File: src/rtl/comparator_pkg.sv
// Shared types and constants for the serial magnitude comparator.
//   state_e    : controller states (idle, running a compare, result pulse)
//   Default*   : default operand width and bits resolved per cycle
//   cnt_width  : width of the digit counter, wide enough to hold WIDTH/DIGIT
package comparator_pkg;

  typedef enum logic [1:0] {
    StIdle,
    StRun,
    StDone
  } state_e;

  localparam int unsigned DefaultWidth = 32;
  localparam int unsigned DefaultDigit = 2;

  function automatic int unsigned cnt_width(input int unsigned width, input int unsigned digit);
    return int'(unsigned'($clog2(width / digit))) + 1;
  endfunction

endpackage

File: src/rtl/comp_digit.sv
// One cascade stage of an MSB-first magnitude compare.
//   preEQ, preGT : running result from the more significant slices
//   A, B         : current DIGIT-bit slices of the two operands
//   EQ, GT       : running result including this slice
// Once the upper slices differ, the decision is final and simply propagates.
module comp_digit #(
  parameter int unsigned DIGIT = 2
) (
  input  logic             preEQ,
  input  logic             preGT,
  input  logic [DIGIT-1:0] A,
  input  logic [DIGIT-1:0] B,
  output logic             EQ,
  output logic             GT
);

  always_comb begin
    EQ = preEQ;
    GT = preGT;
    if (preEQ) begin
      EQ = (A == B);
      GT = (A > B);
    end
  end

endmodule

File: src/rtl/serial_comparator.sv
// Multi-cycle comparator resolving DIGIT bits of A versus B per clock, MSB first.
//   clock, reset         : single clock, synchronous active-high reset
//   start                : capture operands and begin (accepted when not running)
//   signed_mode          : 1 = two's-complement compare, sampled with the operands
//   data_a, data_b       : operands
//   busy                 : compare in progress
//   done                 : one-cycle pulse when eq/gt/lt have just been updated
//   eq, gt, lt           : registered result, held until the next compare finishes
module serial_comparator
  import comparator_pkg::*;
#(
  parameter int unsigned WIDTH = DefaultWidth,
  parameter int unsigned DIGIT = DefaultDigit
) (
  input  logic             clock,
  input  logic             reset,
  input  logic             start,
  input  logic             signed_mode,
  input  logic [WIDTH-1:0] data_a,
  input  logic [WIDTH-1:0] data_b,
  output logic             busy,
  output logic             done,
  output logic             eq,
  output logic             gt,
  output logic             lt
);

  localparam int unsigned      N       = WIDTH / DIGIT;
  localparam int unsigned      CntW    = cnt_width(WIDTH, DIGIT);
  localparam logic [CntW-1:0]  CntLoad = CntW'(N);
  localparam logic [CntW-1:0]  CntLast = CntW'(1);
  localparam logic [WIDTH-1:0] MsbMask = {1'b1, {(WIDTH-1){1'b0}}};

  if ((WIDTH % DIGIT) != 0 || !(DIGIT == 1 || DIGIT == 2 || DIGIT == 4)) begin : gen_bad_param
    $error("serial_comparator: WIDTH must be a multiple of DIGIT, DIGIT must be 1, 2 or 4");
  end

  state_e           state_q, state_d;
  logic [WIDTH-1:0] a_q, a_d, b_q, b_d;
  logic [CntW-1:0]  cnt_q, cnt_d;
  logic             run_eq_q, run_eq_d, run_gt_q, run_gt_d;
  logic             eq_q, eq_d, gt_q, gt_d, lt_q, lt_d;
  logic             slice_eq, slice_gt;
  logic             accept;
  logic             last_slice;

  assign accept     = start && (state_q != StRun);
  assign last_slice = (state_q == StRun) && (cnt_q == CntLast);

  // Operands shift left so the slice under test always sits in the top DIGIT bits.
  comp_digit #(
    .DIGIT(DIGIT)
  ) u_comp_digit (
    .preEQ(run_eq_q),
    .preGT(run_gt_q),
    .A    (a_q[WIDTH-1 -: DIGIT]),
    .B    (b_q[WIDTH-1 -: DIGIT]),
    .EQ   (slice_eq),
    .GT   (slice_gt)
  );

  // State register and datapath flops.
  always_ff @(posedge clock) begin
    if (reset) begin
      state_q  <= StIdle;
      a_q      <= '0;
      b_q      <= '0;
      cnt_q    <= '0;
      run_eq_q <= 1'b0;
      run_gt_q <= 1'b0;
      eq_q     <= 1'b0;
      gt_q     <= 1'b0;
      lt_q     <= 1'b0;
    end else begin
      state_q  <= state_d;
      a_q      <= a_d;
      b_q      <= b_d;
      cnt_q    <= cnt_d;
      run_eq_q <= run_eq_d;
      run_gt_q <= run_gt_d;
      eq_q     <= eq_d;
      gt_q     <= gt_d;
      lt_q     <= lt_d;
    end
  end

  // Next-state logic.
  always_comb begin
    state_d = state_q;
    unique case (state_q)
      StIdle:  if (start) state_d = StRun;
      StRun:   if (cnt_q == CntLast) state_d = StDone;
      StDone:  state_d = start ? StRun : StIdle;
      default: state_d = StIdle;
    endcase
  end

  // Datapath next values.
  always_comb begin
    a_d      = a_q;
    b_d      = b_q;
    cnt_d    = cnt_q;
    run_eq_d = run_eq_q;
    run_gt_d = run_gt_q;
    eq_d     = eq_q;
    gt_d     = gt_q;
    lt_d     = lt_q;
    if (accept) begin
      // Flipping the sign bits maps two's-complement order onto unsigned order.
      a_d      = signed_mode ? (data_a ^ MsbMask) : data_a;
      b_d      = signed_mode ? (data_b ^ MsbMask) : data_b;
      cnt_d    = CntLoad;
      run_eq_d = 1'b1;
      run_gt_d = 1'b0;
    end else if (state_q == StRun) begin
      a_d      = a_q << DIGIT;
      b_d      = b_q << DIGIT;
      cnt_d    = cnt_q - CntLast;
      run_eq_d = slice_eq;
      run_gt_d = slice_gt;
      if (last_slice) begin
        eq_d = slice_eq;
        gt_d = slice_gt;
        lt_d = ~slice_eq & ~slice_gt;
      end
    end
  end

  // Outputs.
  always_comb begin
    busy = (state_q == StRun);
    done = (state_q == StDone);
    eq   = eq_q;
    gt   = gt_q;
    lt   = lt_q;
  end

endmodule

File: config.mk
export PLATFORM = sky130hd
export DESIGN_NAME = serial_comparator
export DESIGN_NICKNAME = d
export VERILOG_FILES = /design/src/rtl/comparator_pkg.sv /design/src/rtl/comp_digit.sv /design/src/rtl/serial_comparator.sv
export SDC_FILE = /design/constraint.sdc
export NUM_CORES = 1
export LEC_CHECK = 0
export BUFFER_PORTS_ARGS = -buffer_cell sky130_fd_sc_hd__buf_2
export CAP_MARGIN = 20
export CORE_ASPECT_RATIO = 0.7
export CORE_MARGIN = 2
export CORE_UTILIZATION = 55
export CTS_BUF_LIST = sky130_fd_sc_hd__clkbuf_2
export CTS_CLUSTER_DIAMETER = 60
export DETAILED_ROUTE_END_ITERATION = 7
export GPL_ROUTABILITY_DRIVEN = 0
export PLACE_DENSITY_LB_ADDON = 0.1
export SYNTH_ARGS = -nofsm -noshare
export SYNTH_HDL_FRONTEND = slang
export SYNTH_SLANG_ARGS = --single-unit
File: constraint.sdc
create_clock -name clock -period 2.4 [get_ports clock]
set_input_delay 0.48 -clock clock [delete_from_list [all_inputs] [get_ports clock]]
set_output_delay 0.48 -clock clock [all_outputs]
set_load 0.005 [all_outputs]
Word level (Yosys, flattened, before mapping)
Index checks and enable logic that the tools add are counted.
W data, S select, Z words.
{"block": "classes", "n_lt_le_gt_ge": 1, "addsub": 1, "n_mux": 16, "bitwise_logic": 6, "reduce_logical": 7, "eq_ne": 7}
{"cell": "$mux W32", "n": 6}
{"cell": "$mux W5", "n": 2}
{"cell": "$pmux W2 S3", "n": 1}
{"cell": "$eq A5 B1 Y1 const B", "n": 1}
{"cell": "$mux W1", "n": 5}
{"cell": "$not A1 Y1", "n": 5}
{"cell": "$sub A5 B1 Y5 const B", "n": 1}
{"cell": "$mux W2", "n": 2}
{"cell": "$ne A2 B1 Y1 const B", "n": 2}
{"cell": "$reduce_and A3 Y1", "n": 1}
{"cell": "$eq A2 B1 Y1 const B", "n": 1}
{"cell": "$eq A2 B2 Y1", "n": 1}
{"cell": "$eq A2 B2 Y1 const B", "n": 1}
{"cell": "$gt A2 B2 Y1", "n": 1}
{"cell": "$logic_and A1 B1 Y1", "n": 2}
{"cell": "$logic_not A2 Y1", "n": 1}
{"cell": "$ne A2 B2 Y1 const B", "n": 1}
{"cell": "$reduce_and A2 Y1", "n": 1}
{"cell": "$reduce_bool A2 Y1", "n": 1}
{"cell": "$reduce_or A2 Y1", "n": 1}
{"cell": "$and A1 B1 Y1", "n": 1}
{"block": "totals", "out_inout_bits": 5, "inputBits": 68, "word_cells": 48, "register_bits": 76}

Longest topological paths before layout
Gate-level depths: netlist (run 1).
{"block": "logic_depth", "ltp_word": 4, "depth_mapped": 6, "ltp_nobuf": 6}

Cells and area by module
From an unflattened synthesis (run 1), not the netlist that was laid out.
{"block": "unflattened", "hier_cells": 359, "area_unflattened_um2": 3377.0}
{"module": "serial_comparator", "area_per_inst_um2": 3301.9, "seq_area_each_um2": 1521.5, "n_inst": 1, "cells_each": 348}
{"module": "comp_digit", "area_per_inst_um2": 75.1, "seq_area_each_um2": 0.0, "n_inst": 1, "cells_each": 11}

Worst setup path before layout (run 1)
OpenSTA, ideal clock, no wires.
{"block": "synth_path", "kind": "reg2reg", "start": "register cnt_q[0]", "end": "register lt_q (netlist: lt)", "stages_incl_launch_ff": 6, "synth_period_minus_slack_ns": 1.678, "arrival_ns": 1.561, "required_ns": 2.284, "slack_ns": 0.722, "path_buffers": 0, "setup_ns": 0.116, "path_cell_list": "dfxtp_1 -> ha_1 -> or4b_4 -> or2_4 -> and3_4 -> a41o_1"}
{"block": "synth_via", "elab_chain_cells": 3}
{"item": "start: declaration", "line": "serial_comparator.sv:40", "source": "logic [CntW-1:0] cnt_q, cnt_d;"}
{"item": "start signal: assignment", "line": "serial_comparator.sv:78", "source": "cnt_q <= cnt_d;"}
{"item": "$eq A5 B1 Y1", "line": "serial_comparator.sv:48", "source": "assign last_slice = (state_q == StRun) && (cnt_q == CntLast);"}
{"item": "$logic_and A1 B1 Y1", "line": "serial_comparator.sv:48"}
{"item": "$reduce_and A3 Y1 (no source line)"}
{"item": "end signal: assignment", "line": "serial_comparator.sv:83", "source": "lt_q <= lt_d;"}
{"item": "end: declaration", "line": "serial_comparator.sv:42", "source": "logic eq_q, eq_d, gt_q, gt_d, lt_q, lt_d;"}
Every way passes these cells.
A chain may end at the register's enable or synchronous reset.

Worst setup path in the final report (run 1)
{"block": "layout_path", "start": "register state_q[0]", "end": "output port busy"}
{"block": "layout_via", "elab_chain_cells": 1}
{"item": "start: declaration", "line": "serial_comparator.sv:38", "source": "state_e state_q, state_d;"}
{"item": "start signal: assignment", "line": "serial_comparator.sv:65", "source": "state_q <= StIdle;"}
{"item": "start signal: assignment", "line": "serial_comparator.sv:75", "source": "state_q <= state_d;"}
{"item": "$eq A2 B1 Y1", "line": "serial_comparator.sv:131", "source": "busy = (state_q == StRun);"}
{"item": "end: declaration", "line": "serial_comparator.sv:21", "source": "output logic busy,"}
Every way passes these cells.

==> summary.txt, run 1 <==
Worst setup margin - 0.3478 ns
Die Wd - 97.15 µm
GRT Overall Usage - 21.44%
Drt wl/cell - 13.58 µm
#FFs+latches synth - 76
I/O pins - 73
Worst R2R Setup Slack - 0.64 ns
Sequential area share after synthesis - 45.54%
Dpl cell area - 3745 µm²
Core area - 5784 µm²
F_max - 0.4873 GHz
Post-CTS Hold Buffers - 0
Post-place setup slack - 0.6637 ns
PortBufs - 72
Final setup viols - 0
Fraction of layout cells with a size suffix above 1 - 23.63%
P per Cell Area - 715.5 nW/µm²
Reg-to-Reg End - lt$_SDFFE_PP0P_
Detail Placement HPWL - 4.378 mm
Ant diodes - 0
Async SR Flop Fraction - 0%
Vias in the first global route - 2565
Max-Cap Viols - 0
Cts bufs inserted - 9
Startpoint types - flip-flop
Nets - 486
Global-route wire length before repair - 11.76 mm
Sequential cell area - 1521 µm²
Syn Nets - 428
Hold EP - b_q[1]$_SDFFE_PP0P_
Critical hold path startpoint - data_b[1]
Layout Skew - 0.02384 ns
WL final - 6.708 mm
Initial antenna violation count - 0
Setup TNS - 0 ns
HP Class - input port to flip-flop
Static leakage - 1.821 nW
Vias after detailed routing - 2661
Post-CTS Setup Bufs - 0
WP data required - 1.92 ns
Worst Max-Slew Pin Slew - 0.7205 ns
Grt total ovfl - 0
Routed Antenna Nets - 0
Avg Inst Size Synth - 9.384 µm²
CTS Sinks - 76
Synth warn - 0
DRC Markers - 0
Slew Limit Headroom - 51.97%
Multi-input logic area - 1667 µm²
DR pass1 iterations - 4
Post-cts sizing count - 0
Final core occ - 67.42%
Worst vdd ir - 0.0004596 V
Final min period - 2.052 ns
CTS tree - done
Largest net degree at the start of global routing - 80
R2R cell count - 5
Synthesized cell area - 3341 µm²
Arrival @ worst endpoint - 1.57 ns
Cells after Synth - 356
Launching point of the worst reg2reg path - cnt_q[0]$_SDFFE_PP0P_
Initial Util - 57.75%
Die Y - 69.21 µm
RSZ-0062 raised after global routing - false
Clock Latency Late Sink - 0.50 ns
Clock-pin slew on the worst setup and hold paths - 0.20 ns
Post-route cell area - 3900 µm²
Status - completed
Layout area overhead - 16.74%
H-Tree Depth - 3
Crit path max fanout - 14
Post-synth EDFFs - 0
Die area - 6723 µm²
Drt initial violations - 95
Synth cell types - 28
Clock Tree Buf Depth - 2
Worst Setup End Kind - output pin
Hold Path Stages - 3
Top_reg_cell synth - dfxtp_1
Clk root buf - clkbuf_2
Period utilisation layout - 85.51%
# rows - 23
DR vias/cell - 5.387
Max-slew violations - 0
Fin. Hold Viols - 0
Critical path class - flip-flop to output pin
# fillers - 487
-- report_power, final --
group	leakage, nW	internal [mW]	switching, mW
Sequential	0.629	1.39	0.0684
Combinational	1.10	0.212	0.243
Clock	0.0959	0.455	0.426
Total	1.82	2.05	0.737
-- worst max-delay path by stage --
stage,start,endpoint,slack (ns),depth (start not counted)
floorplan,cnt_q[0]$_SDFFE_PP0P_,lt$_SDFFE_PP0P_,0.72,5
global placement,cnt_q[0]$_SDFFE_PP0P_,lt$_SDFFE_PP0P_,0.70,5
detailed placement,cnt_q[0]$_SDFFE_PP0P_,lt$_SDFFE_PP0P_,0.66,5
CTS,state_q[0]$_SDFFE_PP0P_,busy,0.29,3
global route,state_q[0]$_SDFFE_PP0P_,busy,0.17,3
finish,state_q[0]$_SDFFE_PP0P_,busy,0.35,3
-- metrics by stage --
stage / std cells / power, mW / hold slack [ns]
detailed placement: 478 / 1.935 / 0.4719
floorplan: 356 / 1.801 / 0.4489
CTS: 494 / 2.819 / 0.2155
global route: 494 / 2.951 / 0.2092
global placement: 478 / 1.920 / 0.4627
finish: 494 / 2.791 / 0.2640
-- final cells by class --
cell class | count | share of cell area (%)
tap | 75 | 2.406
clock inverter | 5 | 2.567
inverter | 8 | 0.7700
timing repair buffer | 78 | 11.10
clock buffer | 11 | 1.412
sequential | 76 | 39.01
multi-input combinational | 241 | 42.73
-- cell usage after synthesis (4+ instances only) --
cell | count | area share (%)
o21ai_0 | 5 | 0.75
ha_1 | 4 | 1.5
dfxtp_1 | 76 | 46
clkbuf_1 | 18 | 2.0
nor2_1 | 74 | 8.3
inv_1 | 8 | 0.90
a211oi_1 | 60 | 13
mux2i_1 | 62 | 19
buf_2 | 11 | 1.6
a21oi_1 | 9 | 1.3
nor3_1 | 6 | 0.90
-- flip-flops by register name, indices dropped and copies added, names as in the netlist --
register	count
gt	1
run_gt_q	1
lt	1
state_q	2
run_eq_q	1
a_q	32
b_q	32
eq	1
cnt_q	5
-- cell families (layout without fill, tap and decap cells) --
family | Yosys count | count (layout) | synth area share [%]
AOI/OAI and AO/OA | 81 | 81 | 17.27
muxes | 62 | 62 | 18.58
xor gates and xnor gates | 2 | 2 | 0.5244
and+or+nand+nor | 92 | 92 | 11.80
buffers and inverters | 39 | 102 | 4.794
adders and majority gates | 4 | 4 | 1.498
DFF | 76 | 76 | 45.54
-- placed cells by master, fill, tap and decap left out, drive strengths merged --
cell | Yosys | routed
and3 | 1 | 1
bufinv | 0 | 3
mux2i | 62 | 62
nor2b | 2 | 2
nand3 | 1 | 1
or2 | 1 | 1
nand4 | 1 | 1
xnor2 | 2 | 2
a31oi | 2 | 2
nand2b | 1 | 1
nand2 | 2 | 2
a41o | 1 | 1
a211o | 1 | 1
ha | 4 | 4
a21oi | 9 | 9
or4b | 1 | 1
clkinv | 0 | 2
inv | 8 | 8
dfxtp | 76 | 76
o31ai | 1 | 1
nand3b | 2 | 2
a211oi | 60 | 60
o21ai | 5 | 5
nor3 | 6 | 6
clkbuf | 18 | 11
nor2 | 74 | 74
a2bb2oi | 1 | 1
a21o | 1 | 1
buf | 13 | 78
-- routing by layer --
layer | vias to the layer above | routed length (µm) | track usage (%)
met4 | 0 | 42 | 5.634
met3 | 4 | 320 | 7.964
met2 | 54 | 3039 | 33.26
li1 | 1399 | - | -
met1 | 1204 | 3305 | 28.46
met5 | - | 0 | 0
-- critical path, cell delays in order (launching register included) --
cell	delay, ns
dfxtp_1	0.45
nand2b_4	0.07
inv_1	0.35
buf_2	0.20
Note: power is estimated with default switching activity, not from simulation.
==> inputs of run 2 (changes only) <==
- PLACE_DENSITY_LB_ADDON: 0.1 -> 0.2
==> summary.txt, run 2 (synthesis gave the netlist of run 1 again) <==
Crit-path cells - nand2b_4, inv_1, buf_2
Cts bufs inserted - 9 (unchanged)
PortBufs - 72 (unchanged)
CTS Sinks - 76 (unchanged)
Fin. Hold Viols - 0 (unchanged)
Fraction of layout cells with a size suffix above 1 - 23.15% (-0.48 points)
Period utilisation layout - 90.89% (+5.4 points)
Final setup viols - 0 (unchanged)
Worst Max-Slew Pin Slew - 0.5668 ns (-0.1536 ns)
CTS tree - done
Drt initial violations - 111 (+17%)
Critical path class - flip-flop to output pin
P per Cell Area - 711.0 nW/µm² (-0.63%)
RSZ-0062 raised after global routing - false
DRC Markers - 0 (unchanged)
Layout Skew - 0.01878 ns (-0.005059 ns)
Max-Cap Viols - 0 (unchanged)
Ant diodes - 0 (unchanged)
I/O pins - 73 (unchanged)
Post-CTS Setup Bufs - 0 (unchanged)
DR pass1 iterations - 4 (unchanged)
Static leakage - 1.827 nW (+0.32%)
Critical hold path startpoint - data_a[1]
Critical path's slowest cell - dfxtp_1
Clock Latency Late Sink - 0.51 ns (about the same)
Hold Path Stages - 3 (unchanged)
Drt wl/cell - 14.10 µm (+3.9%)
Grt total ovfl - 0 (unchanged)
Routed Antenna Nets - 0 (unchanged)
Core area - 5784 µm² (unchanged)
GRT Overall Usage - 20.97% (-0.47 points)
Max-slew violations - 0 (unchanged)
Worst Setup End Kind - output pin
Initial Util - 57.75% (unchanged)
Post-cts sizing count - 0 (unchanged)
WP data required - 1.92 ns (about the same)
Crit path max fanout - 26 (+12)
Setup TNS - 0 ns (unchanged)
H-Tree Depth - 3 (unchanged)
Nets - 486 (unchanged)
Post-CTS Hold Buffers - 0 (unchanged)
Final non-filler cell total - 494 (unchanged)
Launching point of the worst reg2reg path - cnt_q[0]$_SDFFE_PP0P_
Clock-pin slew on the worst setup and hold paths - 0.20 ns (about the same)
Clk root buf - clkbuf_2
Die Y - 69.21 µm (unchanged)
Die Wd - 97.15 µm (unchanged)
Final core occ - 67.81% (+0.39 points)
Startpoint types - flip-flop
Largest net degree at the start of global routing - 105 (+31%)
F_max - 0.4585 GHz (-5.9%)
Slew Limit Headroom - 62.21% (+10 points)
Die area - 6723 µm² (unchanged)
Layout area overhead - 17.42%
Vias in the first global route - 2430 (-5.3%)
Vias after detailed routing - 2688 (+1.0%)
WL final - 6.967 mm (+3.9%)
Clock Tree Buf Depth - 2 (unchanged)
Leading cell type in the layout, fill and taps excluded - dfxtp_1
CP max stage delay - 0.45 ns (about the same)
Status - completed
Final min period - 2.181 ns (+0.1290 ns)
Detail Placement HPWL - 4.673 mm (+6.7%)
Arrival @ worst endpoint - 1.70 ns (+0.13 ns)
Worst R2R Setup Slack - 0.64 ns (about the same)
HP Class - input port to flip-flop
# fillers - 486 (-0.21%)
Placed insts - 478 (unchanged)
# rows - 23 (unchanged)
DR vias/cell - 5.441 (+1.0%)
Initial antenna violation count - 0 (unchanged)
Most frequent cells in the layout - dfxtp_1 (76), nor2_1 (74), buf_2 (71)
Worst vdd ir - 0.0003715 V (-19%)
Biggest regs - a_q: 32 flops, b_q: 32 flops, cnt_q: 5 flops
R2R cell count - 5 (unchanged)
Hold EP - a_q[1]$_SDFFE_PP0P_
Global-route wire length before repair - 11.43 mm (-2.8%)
Reg-to-Reg End - lt$_SDFFE_PP0P_
run 2: cell count changes in the layout (fill, tap and decap cells not counted), sizes merged:
| cell | delta |
|---|---|
| clkinv | +1 |
| clkbuf | -1 |
run 2: worst max-delay path, delay by kind of cell, from the launching register on:
family        cells  cell delay, ns
flops             1            0.45
simple gates      1            0.22
buf+inv           2            0.51
run 2: per-layer routing:
| layer | part of all wire [%] | GRT usage (%) | up-vias |
|---|---|---|---|
| li1 | - | - | 1401 |
| met3 | 4.6 | 6.956 | 14 |
| met5 | 0 | 0 | - |
| met4 | 1.6 | 6.416 | 0 |
| met2 | 45 | 31.71 | 56 |
| met1 | 49 | 28.62 | 1217 |
run 2: power breakdown:
group          leakage, nW  switching (mW)  total [mW]  internal (mW)
Sequential           0.629          0.0699        1.46           1.39
Clock               0.0910           0.422       0.868          0.446
Combinational         1.11           0.248       0.465          0.217
Total                 1.83           0.740        2.79           2.05
run 2: final cells by class:
class / count / area (µm²) / area share [%]
Multi-Input combinational cell: 241 / 1667 / 42.49
Sequential cell: 76 / 1521 / 38.79
Timing Repair Buffer: 78 / 457.9 / 11.67
Clock inverter: 6 / 102.6 / 2.616
Tap cell: 75 / 93.84 / 2.392
Clock buffer: 10 / 50.05 / 1.276
Inverter: 8 / 30.03 / 0.7656
run 2: worst max path at each step:
| stage | to | cells after the start | slack, ns | startpoint |
|---|---|---|---|---|
| after floorplan | lt$_SDFFE_PP0P_ | 5 | 0.72 | cnt_q[0]$_SDFFE_PP0P_ |
| after global placement | lt$_SDFFE_PP0P_ | 5 | 0.70 | cnt_q[0]$_SDFFE_PP0P_ |
| after detailed placement | lt$_SDFFE_PP0P_ | 5 | 0.66 | cnt_q[0]$_SDFFE_PP0P_ |
| after CTS | busy | 3 | 0.20 | state_q[0]$_SDFFE_PP0P_ |
| after global routing | busy | 3 | 0.11 | state_q[0]$_SDFFE_PP0P_ |
| final | busy | 3 | 0.22 | state_q[0]$_SDFFE_PP0P_ |
run 2: stage by stage:
step                      total power, mW  hold slack (ns)  instance area [µm²]  setup slack [ns]
final                               2.789           0.2559                 3923            0.2187
after global routing                2.936           0.2093                 3923            0.1103
after CTS                           2.807           0.2331                 3923            0.2007
after detailed placement            1.948           0.4893                 3770            0.6558
after global placement              1.926           0.4640                 3770            0.7023
after floorplan                     1.801           0.4489                 3341            0.7225
